===== src/rtl/jk_cmd_seq.sv =====
// JK command sequencer: FIFO of {op,rpt} replayed on registered j/k; first j/k cycle follows the edge after accept.
// cmd_ready drops when the FIFO is full (no pass-through); JK_SEQ_CHECK_EN adds the q_fb shadow checker.
module jk_cmd_seq #(
    parameter int DEPTH = 4,
    parameter int CNT_W = 4
) (
    input  logic                   clk,
    input  logic                   rst,
    input  logic                   cmd_valid,
    output logic                   cmd_ready,
    input  logic [1:0]             cmd_op,
    input  logic [CNT_W-1:0]       cmd_rpt,
    output logic                   j,
    output logic                   k,
    input  logic                   q_fb,
    output logic                   busy,
    output logic [$clog2(DEPTH):0] fifo_cnt,
    output logic                   mismatch
);
    localparam int AW = $clog2(DEPTH);
    localparam int EW = CNT_W + 2;
    localparam logic [AW:0]      CNT_FULL = (AW+1)'(DEPTH);
    localparam logic [AW:0]      CNT_ONE  = 1;
    localparam logic [AW-1:0]    PTR_ONE  = 1;
    localparam logic [CNT_W-1:0] REM_ONE  = 1;

    typedef enum logic {ST_IDLE = 1'b0, ST_ISSUE = 1'b1} state_t;

    logic [1:0]       r_sync;
    logic [EW-1:0]    r_mem [DEPTH];
    logic [AW-1:0]    r_wr_ptr;
    logic [AW-1:0]    r_rd_ptr;
    logic [AW:0]      r_cnt;
    state_t           r_state;
    state_t           w_state_nxt;
    logic [1:0]       r_op;
    logic [1:0]       w_op_nxt;
    logic [CNT_W-1:0] r_rem;
    logic [CNT_W-1:0] w_rem_nxt;
    logic             r_j;
    logic             r_k;
    logic             w_j_nxt;
    logic             w_k_nxt;
    logic             w_push;
    logic             w_pop;
    logic             w_empty;
    logic [1:0]       w_head_op;
    logic [CNT_W-1:0] w_head_rpt;
    logic [CNT_W-1:0] w_head_len;

    // r_sync[0] opens the input side one edge after release, r_sync[1] lets the FSM start popping.
    always_ff @(posedge clk or negedge rst) begin
        if (!rst) begin
            r_sync <= 2'b00;
        end else begin
            r_sync <= {r_sync[0], 1'b1};
        end
    end

    assign cmd_ready = r_sync[0] && (r_cnt != CNT_FULL);
    assign w_push    = cmd_valid && cmd_ready;
    assign w_empty   = (r_cnt == '0);

    always_ff @(posedge clk) begin
        if (w_push) begin
            r_mem[r_wr_ptr] <= {cmd_op, cmd_rpt};
        end
    end

    always_ff @(posedge clk or negedge rst) begin
        if (!rst) begin
            r_wr_ptr <= '0;
            r_rd_ptr <= '0;
            r_cnt    <= '0;
        end else begin
            if (w_push) r_wr_ptr <= r_wr_ptr + PTR_ONE;
            if (w_pop)  r_rd_ptr <= r_rd_ptr + PTR_ONE;
            case ({w_push, w_pop})
                2'b10:   r_cnt <= r_cnt + CNT_ONE;
                2'b01:   r_cnt <= r_cnt - CNT_ONE;
                default: r_cnt <= r_cnt;
            endcase
        end
    end

    assign {w_head_op, w_head_rpt} = r_mem[r_rd_ptr];
    assign w_head_len = (w_head_rpt == '0) ? REM_ONE : w_head_rpt;

    always_ff @(posedge clk or negedge rst) begin
        if (!rst) begin
            r_state <= ST_IDLE;
            r_op    <= 2'b00;
            r_rem   <= '0;
            r_j     <= 1'b0;
            r_k     <= 1'b0;
        end else begin
            r_state <= w_state_nxt;
            r_op    <= w_op_nxt;
            r_rem   <= w_rem_nxt;
            r_j     <= w_j_nxt;
            r_k     <= w_k_nxt;
        end
    end

    // Popping on the last repeat cycle chains commands without a bubble.
    always_comb begin
        w_state_nxt = r_state;
        w_pop       = 1'b0;
        case (r_state)
            ST_IDLE: begin
                if (r_sync[1] && !w_empty) begin
                    w_pop       = 1'b1;
                    w_state_nxt = ST_ISSUE;
                end
            end
            ST_ISSUE: begin
                if (r_rem == REM_ONE) begin
                    if (!w_empty) begin
                        w_pop = 1'b1;
                    end else begin
                        w_state_nxt = ST_IDLE;
                    end
                end
            end
        endcase
    end

    always_comb begin
        w_op_nxt  = r_op;
        w_rem_nxt = r_rem;
        if (w_pop) begin
            w_op_nxt  = w_head_op;
            w_rem_nxt = w_head_len;
        end else if (r_state == ST_ISSUE) begin
            w_rem_nxt = r_rem - REM_ONE;
        end
        w_j_nxt = (w_state_nxt == ST_ISSUE) && w_op_nxt[1];
        w_k_nxt = (w_state_nxt == ST_ISSUE) && w_op_nxt[0];
    end

    assign j        = r_j;
    assign k        = r_k;
    assign busy     = (r_state == ST_ISSUE) || !w_empty;
    assign fifo_cnt = r_cnt;

`ifdef JK_SEQ_CHECK_EN
    logic r_exp_q;
    logic r_chk_vld;
    logic r_mismatch;

    // The flip-flop samples j/k on the edge ending each ISSUE cycle; its q is compared in the following cycle.
    always_ff @(posedge clk or negedge rst) begin
        if (!rst) begin
            r_exp_q    <= 1'b0;
            r_chk_vld  <= 1'b0;
            r_mismatch <= 1'b0;
        end else begin
            r_chk_vld <= (r_state == ST_ISSUE);
            if (r_state == ST_ISSUE) begin
                case (r_op)
                    2'b01:   r_exp_q <= 1'b0;
                    2'b10:   r_exp_q <= 1'b1;
                    2'b11:   r_exp_q <= ~r_exp_q;
                    default: r_exp_q <= r_exp_q;
                endcase
            end
            if (r_chk_vld && (q_fb != r_exp_q)) begin
                r_mismatch <= 1'b1;
            end
        end
    end

    assign mismatch = r_mismatch;
`else
    logic w_unused_q_fb;
    assign w_unused_q_fb = q_fb;
    assign mismatch      = 1'b0;
`endif

endmodule


===== config.mk =====
export PLATFORM = sky130hd
export DESIGN_NAME = jk_cmd_seq
export DESIGN_NICKNAME = d
export VERILOG_FILES = /design/src/rtl/jk_cmd_seq.sv
export SDC_FILE = /design/constraint.sdc
export NUM_CORES = 1
export LEC_CHECK = 0
export CAP_MARGIN = 20
export CORE_ASPECT_RATIO = 0.5
export CORE_UTILIZATION = 47
export DETAILED_ROUTE_END_ITERATION = 6
export MAX_ROUTING_LAYER = met4
export PLACE_DENSITY = 0.7
export SYNTH_ARGS = -nofsm -noshare
export SYNTH_HDL_FRONTEND = slang
export SYNTH_SLANG_ARGS = --single-unit

===== constraint.sdc =====
create_clock -name clk -period 2.6 [get_ports clk]
set_clock_uncertainty 0.1 [all_clocks]
set_input_delay 0.52 -clock clk [delete_from_list [all_inputs] [get_ports clk]]
set_output_delay 0.52 -clock clk [all_outputs]
set_load 0.1 [all_outputs]

# Yosys cells after proc, flatten, opt, wreduce, memory -nomap -nowiden
# Memory sizes are Yosys's and may differ from the RTL's.
# Index checks and enable logic that the tools add are counted.
[op_classes]
addsub = 5
n_eq_ne = 4
mux = 13
bitwise = 1
reduce_logical = 11
[op_table]
columns = ["op", "count"]
rows = [
  ["$mux W4", 3],
  ["$mux W1", 6],
  ["$pmux W3 S2", 1],
  ["$logic_and A1 B1 Y1", 5],
  ["$add A2 B1 Y2 const B", 2],
  ["$eq A4 B1 Y1 const B", 1],
  ["$logic_not A4 Y1", 1],
  ["$pmux W1 S2", 2],
  ["$reduce_bool A2 Y1", 2],
  ["$sub A4 B1 Y4 const B", 1],
  ["$add A3 B1 Y3 const B", 1],
  ["$logic_not A3 Y1", 1],
  ["$ne A3 B3 Y1 const B", 1],
  ["$sub A3 B1 Y3 const B", 1],
  ["$eq A2 B1 Y1 const B", 1],
  ["$eq A2 B2 Y1 const B", 1],
  ["$mux W2", 1],
  ["$logic_not A1 Y1", 1],
  ["$logic_or A1 B1 Y1", 1],
  ["$not A1 Y1", 1],
]
[totals]
regBits = 18
mem_bits_rw = 24
in_bits = 10
out_inout_bits = 8
word_cells = 44
mem_count = 1
[memory_table]
columns = ["memory", "words", "width", "rd", "rd_ports_with_merged_regs", "write_ports", "line_no", "text"]
rows = [
  ["r_mem", 4, 6, 1, 0, 1, "30", "logic [EW-1:0] r_mem [DEPTH];"],
]

# Logic depth before layout (Yosys ltp)
# Gate-level depths: netlist of the first run.
[logic_depth]
ltp_word = 7
ltp_mapped = 11
ltp_nobuf = 10

# Worst setup path before layout of the first run
# OpenSTA, ideal clock, no wires.
[synth_timing]
kind = "reg-to-reg"
from = "register r_cnt[0], in the netlist fifo_cnt[0]"
to = "register r_cnt[2], in the netlist fifo_cnt[2]"
setup_time_ns = 0.164
arrival_ns = 4.189
required_time_ns = 2.336
setup_slack_ns = -1.853
stages_incl_launch_ff = 11
path_buffers = 0
synth_period_minus_slack_ns = 4.453
path_cell_list = "dfrtp_1 > inv_1 > a31oi_1 > and2_1 > inv_1 > ha_1 > inv_1 > fa_1 > xor2_1 > nor2_1 > xor2_1"
[synth_between]
elab_cells_between_ends = 16
classes_between = "add/sub (2); eq/ne (3); mux (5); reduce/logical (6)"
[synth_lines]
columns = ["item", "line_no", "text"]
rows = [
  ["from (decl)", "33", "logic [AW:0] r_cnt;"],
  ["from (signal assigned)", "79", "2'b10: r_cnt <= r_cnt + CNT_ONE;"],
  ["from (signal assigned)", "80", "2'b01: r_cnt <= r_cnt - CNT_ONE;"],
  ["from (signal assigned)", "81", "default: r_cnt <= r_cnt;"],
  ["$ne A3 B3 Y1 (*)", "60", "assign cmd_ready = r_sync[0] && (r_cnt != CNT_FULL);"],
  ["$logic_and A1 B1 Y1 (*)", "60", ""],
  ["via cmd_ready", "10", "output logic cmd_ready,"],
  ["$logic_and A1 B1 Y1 (*)", "61", "assign w_push = cmd_valid && cmd_ready;"],
  ["$eq A2 B1 Y1 or $eq A2 B2 Y1 (tied branches)", "78", "case ({w_push, w_pop})"],
  ["$pmux W3 S2 or $reduce_bool A2 Y1 (tied branches)", "n/a", ""],
]
# The timed path passes the listed nets; every way through them passes the cells marked *.
# A chain may end at the register's enable or synchronous reset.

# Worst setup path after layout of the first run
[layout_timing]
from = "register r_cnt[1], in the netlist fifo_cnt[1]"
to = "output busy"
[layout_between]
elab_chain_len = 3
[layout_rtl]
columns = ["item", "line_no", "text"]
rows = [
  ["$logic_not A3 Y1", "62", "assign w_empty = (r_cnt == '0);"],
  ["$logic_not A1 Y1", "143", "assign busy = (r_state == ST_ISSUE) || !w_empty;"],
  ["$logic_or A1 B1 Y1", "143", ""],
  ["to (decl)", "16", "output logic busy,"],
]
# No other way between the ends.

==> results of run 1 <==
==> worst max path at each step <==
stage / to / slack, ns / cells after the start
global placement: fifo_cnt[2] / 0.24 / 9
floorplan: fifo_cnt[2] / -0.04 / 10
detailed placement: fifo_cnt[2] / 0.25 / 9
finish: busy / 0.26 / 3
global route: fifo_cnt[2] / 0.16 / 10
CTS: fifo_cnt[2] / 0.24 / 10
==> power by group through the flow <==
stage          combinational, uW  clock (uW)  sequential (uW)
2_1_floorplan                589           0             1290
3_3_place_gp                 985           0             1070
3_5_place_dp                1000           0             1070
4_1_cts                     1010         536             1060
5_1_grt                     1080         562             1090
6_report                    1000         518             1060
==> cell families after synthesis <==
kind of cell | after synthesis | share of synthesized area
adder cells (fa/ha/maj) | 8 | 0.0587
multiplexers | 12 | 0.109
buffers and inverters | 16 | 0.0430
other | 2 | 0.00410
XOR/XNOR | 6 | 0.0287
AO/OA/AOI/OAI | 13 | 0.0560
flip-flops | 42 | 0.639
AND/OR/NAND/NOR | 20 | 0.0615
==> metrics by stage <==
step                      worst slack (ns)  instance area, sq um  total power [uW]  cells
after floorplan                    -0.0354                  1880              1880    119
after global placement               0.245                  2070              2050    183
after detailed placement             0.248                  2070              2080    183
after CTS                            0.243                  2180              2610    191
after global routing                 0.156                  2180              2730    191
final                                0.261                  2180              2580    191
==> critical path: stages, from the launching register on <==
cell and delay, ns:
dfrtp_4 0.51, or3_1 0.42, or2_2 0.31, buf_12 0.17
==> placed cells by master (no fill, tap or decap), drive strengths merged <==
| master | instances |
|---|---|
| a21o | 1 |
| o211ai | 1 |
| nand2 | 4 |
| fa | 1 |
| o21ai | 3 |
| mux2i | 3 |
| buf | 9 |
| nor2 | 2 |
| bufinv | 1 |
| ha | 7 |
| or3b | 1 |
| mux2 | 3 |
| clkbuf | 5 |
| clkdlybuf4s50 | 8 |
| and2 | 3 |
| inv | 13 |
| nor3 | 2 |
| a31oi | 2 |
| dfrtp | 18 |
| o32ai | 1 |
| or2 | 2 |
| xor2 | 3 |
| clkinv | 1 |
| or3 | 2 |
| a21boi | 1 |
| mux4 | 6 |
| edfxtp | 24 |
| xnor2 | 3 |
| and3 | 4 |
| a22oi | 2 |
| a21oi | 2 |
| conb | 2 |
==> layout make-up <==
type	count	area [sq um]	share of cell area
Multi-Input combinational cell	61	614	0.281
Inverter	12	50.0	0.0229
Sequential cell	42	1180	0.542
Timing Repair Buffer	17	160	0.0734
Tap cell	51	63.8	0.0292
Clock inverter	3	43.8	0.0201
Clock buffer	5	68.8	0.0315
==> routing by layer <==
| layer | vias to the layer above | part of all wire | routed length, um |
|---|---|---|---|
| li1 | 461 | - | - |
| met1 | 468 | 0.48 | 1330 |
| met2 | 22 | 0.46 | 1270 |
| met3 | 5 | 0.046 | 127 |
| met4 | 0 | 0.014 | 39 |
| met5 | - | 0 | 0 |
==> state kept, by name (all words and copies together) (netlist names) <==
signal / count
r_rem: 4
r_op: 2
r_rd_ptr: 2
j: 1
r_state: 1
r_mem: 24
r_sync: 2
fifo_cnt: 3
k: 1
r_wr_ptr: 2
==> metrics, run 1 <==
status=finished clean; vias in the first global route=974; Total GRT Usage=0.171; synthesized area=0.00183 sq mm; grt peak-use layer=met2; # diodes=0; H-tree Lvls=2; HPWL Detailed=1930 um; core region area=~0.0036 sq mm; Reg clk slew, reported paths=0.08 ns; unrepaired setup endpoints after global routing=false; GR met3 Demand/Resource=0.0743; first-pass GRT wire length=4730 um; TritonCTS clock tree=done; Distinct cells, synth=31; net count after synthesis=137; P_int=between 1500 and 2000 uW; DR iter-0 viols=58; layout cells sized above 1=0.300; Clock Sinks=between 40 and 50; part of the cycle the worst path needs=0.900; Synth area leader=edfxtp_1; Area growth syn-to-layout=19.2%; Net Sw Frac=0.393; Worst Hold Path EP=r_sync[1]; Flop pwr share=0.410; Setup Fix Bufs, Post-CTS=0; FFs w/ async S/R, synth=0.429; top-count cell post-synth=edfxtp_1; first-pass iteration count of the detailed router=4; Psw=approximately 1000 uW; top post-synthesis cells by area=edfxtp_1, dfrtp_1, mux4_2; Synth top cells by count=edfxtp_1, dfrtp_1, inv_1; WP data required=1.98 ns; GR Overflow Total=0; starting density of the core=0.511; ANT nets after route=0; max-slew violation total from the final report=0; CP startpoint=fifo_cnt[1]; # resized after CTS=0; combinational power share=0.389; number of top-level pins=18; DRC viols=0; Post-synth EDFFs=24; CTS max path bufs=2; mean post-synth cell area=~15 sq um; sequential area share after synthesis=0.639; hold path start=r_sync[0]; Worst Setup Start Kind=register; Final #Nets=157; Primary FF master, synth=edfxtp_1; Die Wd=90.3 um; vias per cell=5.01; worst reg2reg startpoint=r_rem[1]; die area=0.00417 sq mm; Setup CP Type=register to primary output; max_slew headroom=0.668; Synth Warn #=0; Fin Setup TNS=0 ns; leak pwr=approximately 0.00084 uW; initial antenna violation count=0; row count=15; crit-path max FO=4; routed via count=956; Mapped Cells=approximately 120; final wirelength=2770 um; WL/cell=~14 um; Placer Congestion=0.719; post-layout min period=2.34 ns; Final Util=0.609; worst reg2reg endpoint=fifo_cnt[2]; GR Layer Usage met2=0.249; largest net degree at the start of global routing=15; CTS Root Cell=clkbuf_8; CTS buffer count=5; Final setup viols=0; Hold WS=0.278 ns; met1 Track Usage GR=0.210; flop-to-flop setup slack=0.26 ns; Tightest Pin Transition=0.497 ns; Max IR drop VDD=425 uV; Hold Crit Depth=0; die height=46.1 um; clk_lat worst skew=0.30 ns; hold buffer count at cts=0; power share of the clock group=0.201; critical path capture point type=primary output; Synth Register Bits=42; port buffer count=15; PwrDens=1180 mW/mm^2; worst r2r path cells=10; Hold WC Path Type=register to register; Worst EP arrival=1.72 ns; fmax=about 430 MHz; Yosys top cell area share=0.393; Max Cap Viol=0; final hold vios=0; Layout fillers=284
Power figures use the tool's default switching activity.
==> run 2, diff against run 1 <==
Settings changed: MAX_ROUTING_LAYER met4 to unset, SLEW_MARGIN set to 40.
==> metrics, run 2 (same netlist as run 1, synthesis figures left out) <==
fmax=around 430 MHz; hold buffer count at cts=0; cell family with the largest share of critical-path delay=adder cells; PwrDens=1180 mW/mm^2; pre-CTS setup slack=0.248 ns; initial antenna violation count=0; core region area=around 0.0036 sq mm; routed via count=955; Area growth syn-to-layout=19.2%; leak pwr=around 0.00084 uW; first-pass GRT wire length=4730 um; DR iter-0 viols=55; Tightest Pin Transition=~0.50 ns; final wirelength=2760 um; slowest cell on the critical path=dfrtp_1; GR Layer Usage met2=0.246; Final #Nets=157; Clock Sinks=42; Placer Congestion=0.711; crit-path max FO=3; critical path capture point type=register; crit-path cells=inv_1 > ha_1 > or3b_4 > a21oi_4 > ha_4 > inv_2 > fa_2 > xor2_1 > nor2_1 > xor2_1; largest net degree at the start of global routing=15; most frequent cells in the layout=edfxtp_1, dfrtp_1, inv_1, clkdlybuf4s50_1, buf_4; row count=15; WL/cell=14.5 um; max_slew headroom=0.668; Hold WC Path Type=register to register; Layout fillers=284; Total GRT Usage=0.164; first-pass iteration count of the detailed router=4; port buffer count=15; max FFs per register=24; largest reg by FF count=r_mem; Die Wd=90.3 um; Crit path buffers/inverters=2; Fin Setup TNS=0 ns; GR Overflow Total=0; Worst Setup Start Kind=register; WP data required=2.73 ns; commonest non-fill, non-tap cell in the layout=edfxtp_1; starting density of the core=0.511; Max IR drop VDD=approximately 420 uV; H-tree Lvls=2; final hold vios=0; # resized after CTS=0; part of the cycle the worst path needs=0.899; Setup Fix Bufs, Post-CTS=0; status=finished clean; unrepaired setup endpoints after global routing=false; ANT nets after route=0; most frequent CP cell=xor2_1; met1 Track Usage GR=0.213; CP max stage delay=0.40 ns; # diodes=0; setup ws final=~0.26 ns; vias per cell=5.00; vias in the first global route=roughly 970; Final Power=2580 uW; Reg clk slew, reported paths=0.08 ns; CTS max path bufs=2; CTS Root Cell=clkbuf_8; die area=roughly 0.0042 sq mm; Worst EP arrival=about 2.5 ns; GR met3 Demand/Resource=0.0693; HPWL Detailed=roughly 1900 um; number of top-level pins=18; max-slew violation total from the final report=0; post-layout min period=2.34 ns; die height=46.1 um; grt peak-use layer=met2; Setup CP Type=register to register; clk_lat worst skew=0.30 ns; layout cells sized above 1=0.300; TritonCTS clock tree=done; CTS buffer count=5; DRC viols=0; Final setup viols=0; Max Cap Viol=0
-- run 2: cell counts in the layout (fill, tap and decap cells not counted) --
Identical to the previous run, type by type.
-- run 2: metal layers --
metal / share of wire / vias up / wire, um
met5: 0 / - / 0
met4: 0.014 / 0 / 39
met3: 0.037 / 5 / 101
met2: 0.46 / 21 / 1280
met1: 0.48 / 468 / 1340
li1: - / 461 / -
-- run 2: power breakdown --
| part | switching, uW | internal, uW |
|---|---|---|
| Sequential | 168 | 889 |
| Combinational | 615 | 387 |
| Clock | 229 | 288 |
-- run 2: final timing paths --
| check | start | end | slack (ns) | depth (start not counted) |
|---|---|---|---|---|
| setup / recovery | r_rem[1] | fifo_cnt[2] | 0.26 | 10 |
| hold / removal | r_sync[0] | r_sync[1] | 0.28 | 0 |
| setup reg to reg | r_rem[1] | fifo_cnt[2] | 0.26 | 10 |
| hold reg to reg | r_sync[0] | r_sync[1] | 0.28 | 0 |
| max in group asynchronous | rst | r_rd_ptr[0] | 1.46 | 2 |
| min in group asynchronous | rst | r_state | 0.45 | 1 |
-- run 2: worst register-to-register path, cell delays in order, from the launching register on --
cell and delay, ns:
dfrtp_1 0.40, inv_1 0.08, ha_1 0.13, or3b_4 0.40
a21oi_4 0.20, ha_4 0.16, inv_2 0.04, fa_2 0.34
xor2_1 0.16, nor2_1 0.12, xor2_1 0.14
-- run 2: area by class of cell --
class	count	area [sq um]	area share
well taps	51	63.8	0.0292
inverters	12	50.0	0.0229
multi-input cells	61	614	0.281
flip-flops and latches	42	1180	0.542
repair buffers	17	160	0.0734
clock buffers	5	68.8	0.0315
clock inverters	3	43.8	0.0201
-- run 2: stage by stage --
stage | hold WS, ns | instance area, sq um | util | std cells
2_1_floorplan | 0.124 | 1880 | - | 119
3_3_place_gp | 0.258 | 2070 | 0.578 | 183
3_5_place_dp | 0.266 | 2070 | 0.578 | 183
4_1_cts | 0.285 | 2180 | 0.609 | 191
5_1_grt | 0.307 | 2180 | 0.609 | 191
6_report | 0.275 | 2180 | 0.609 | 191
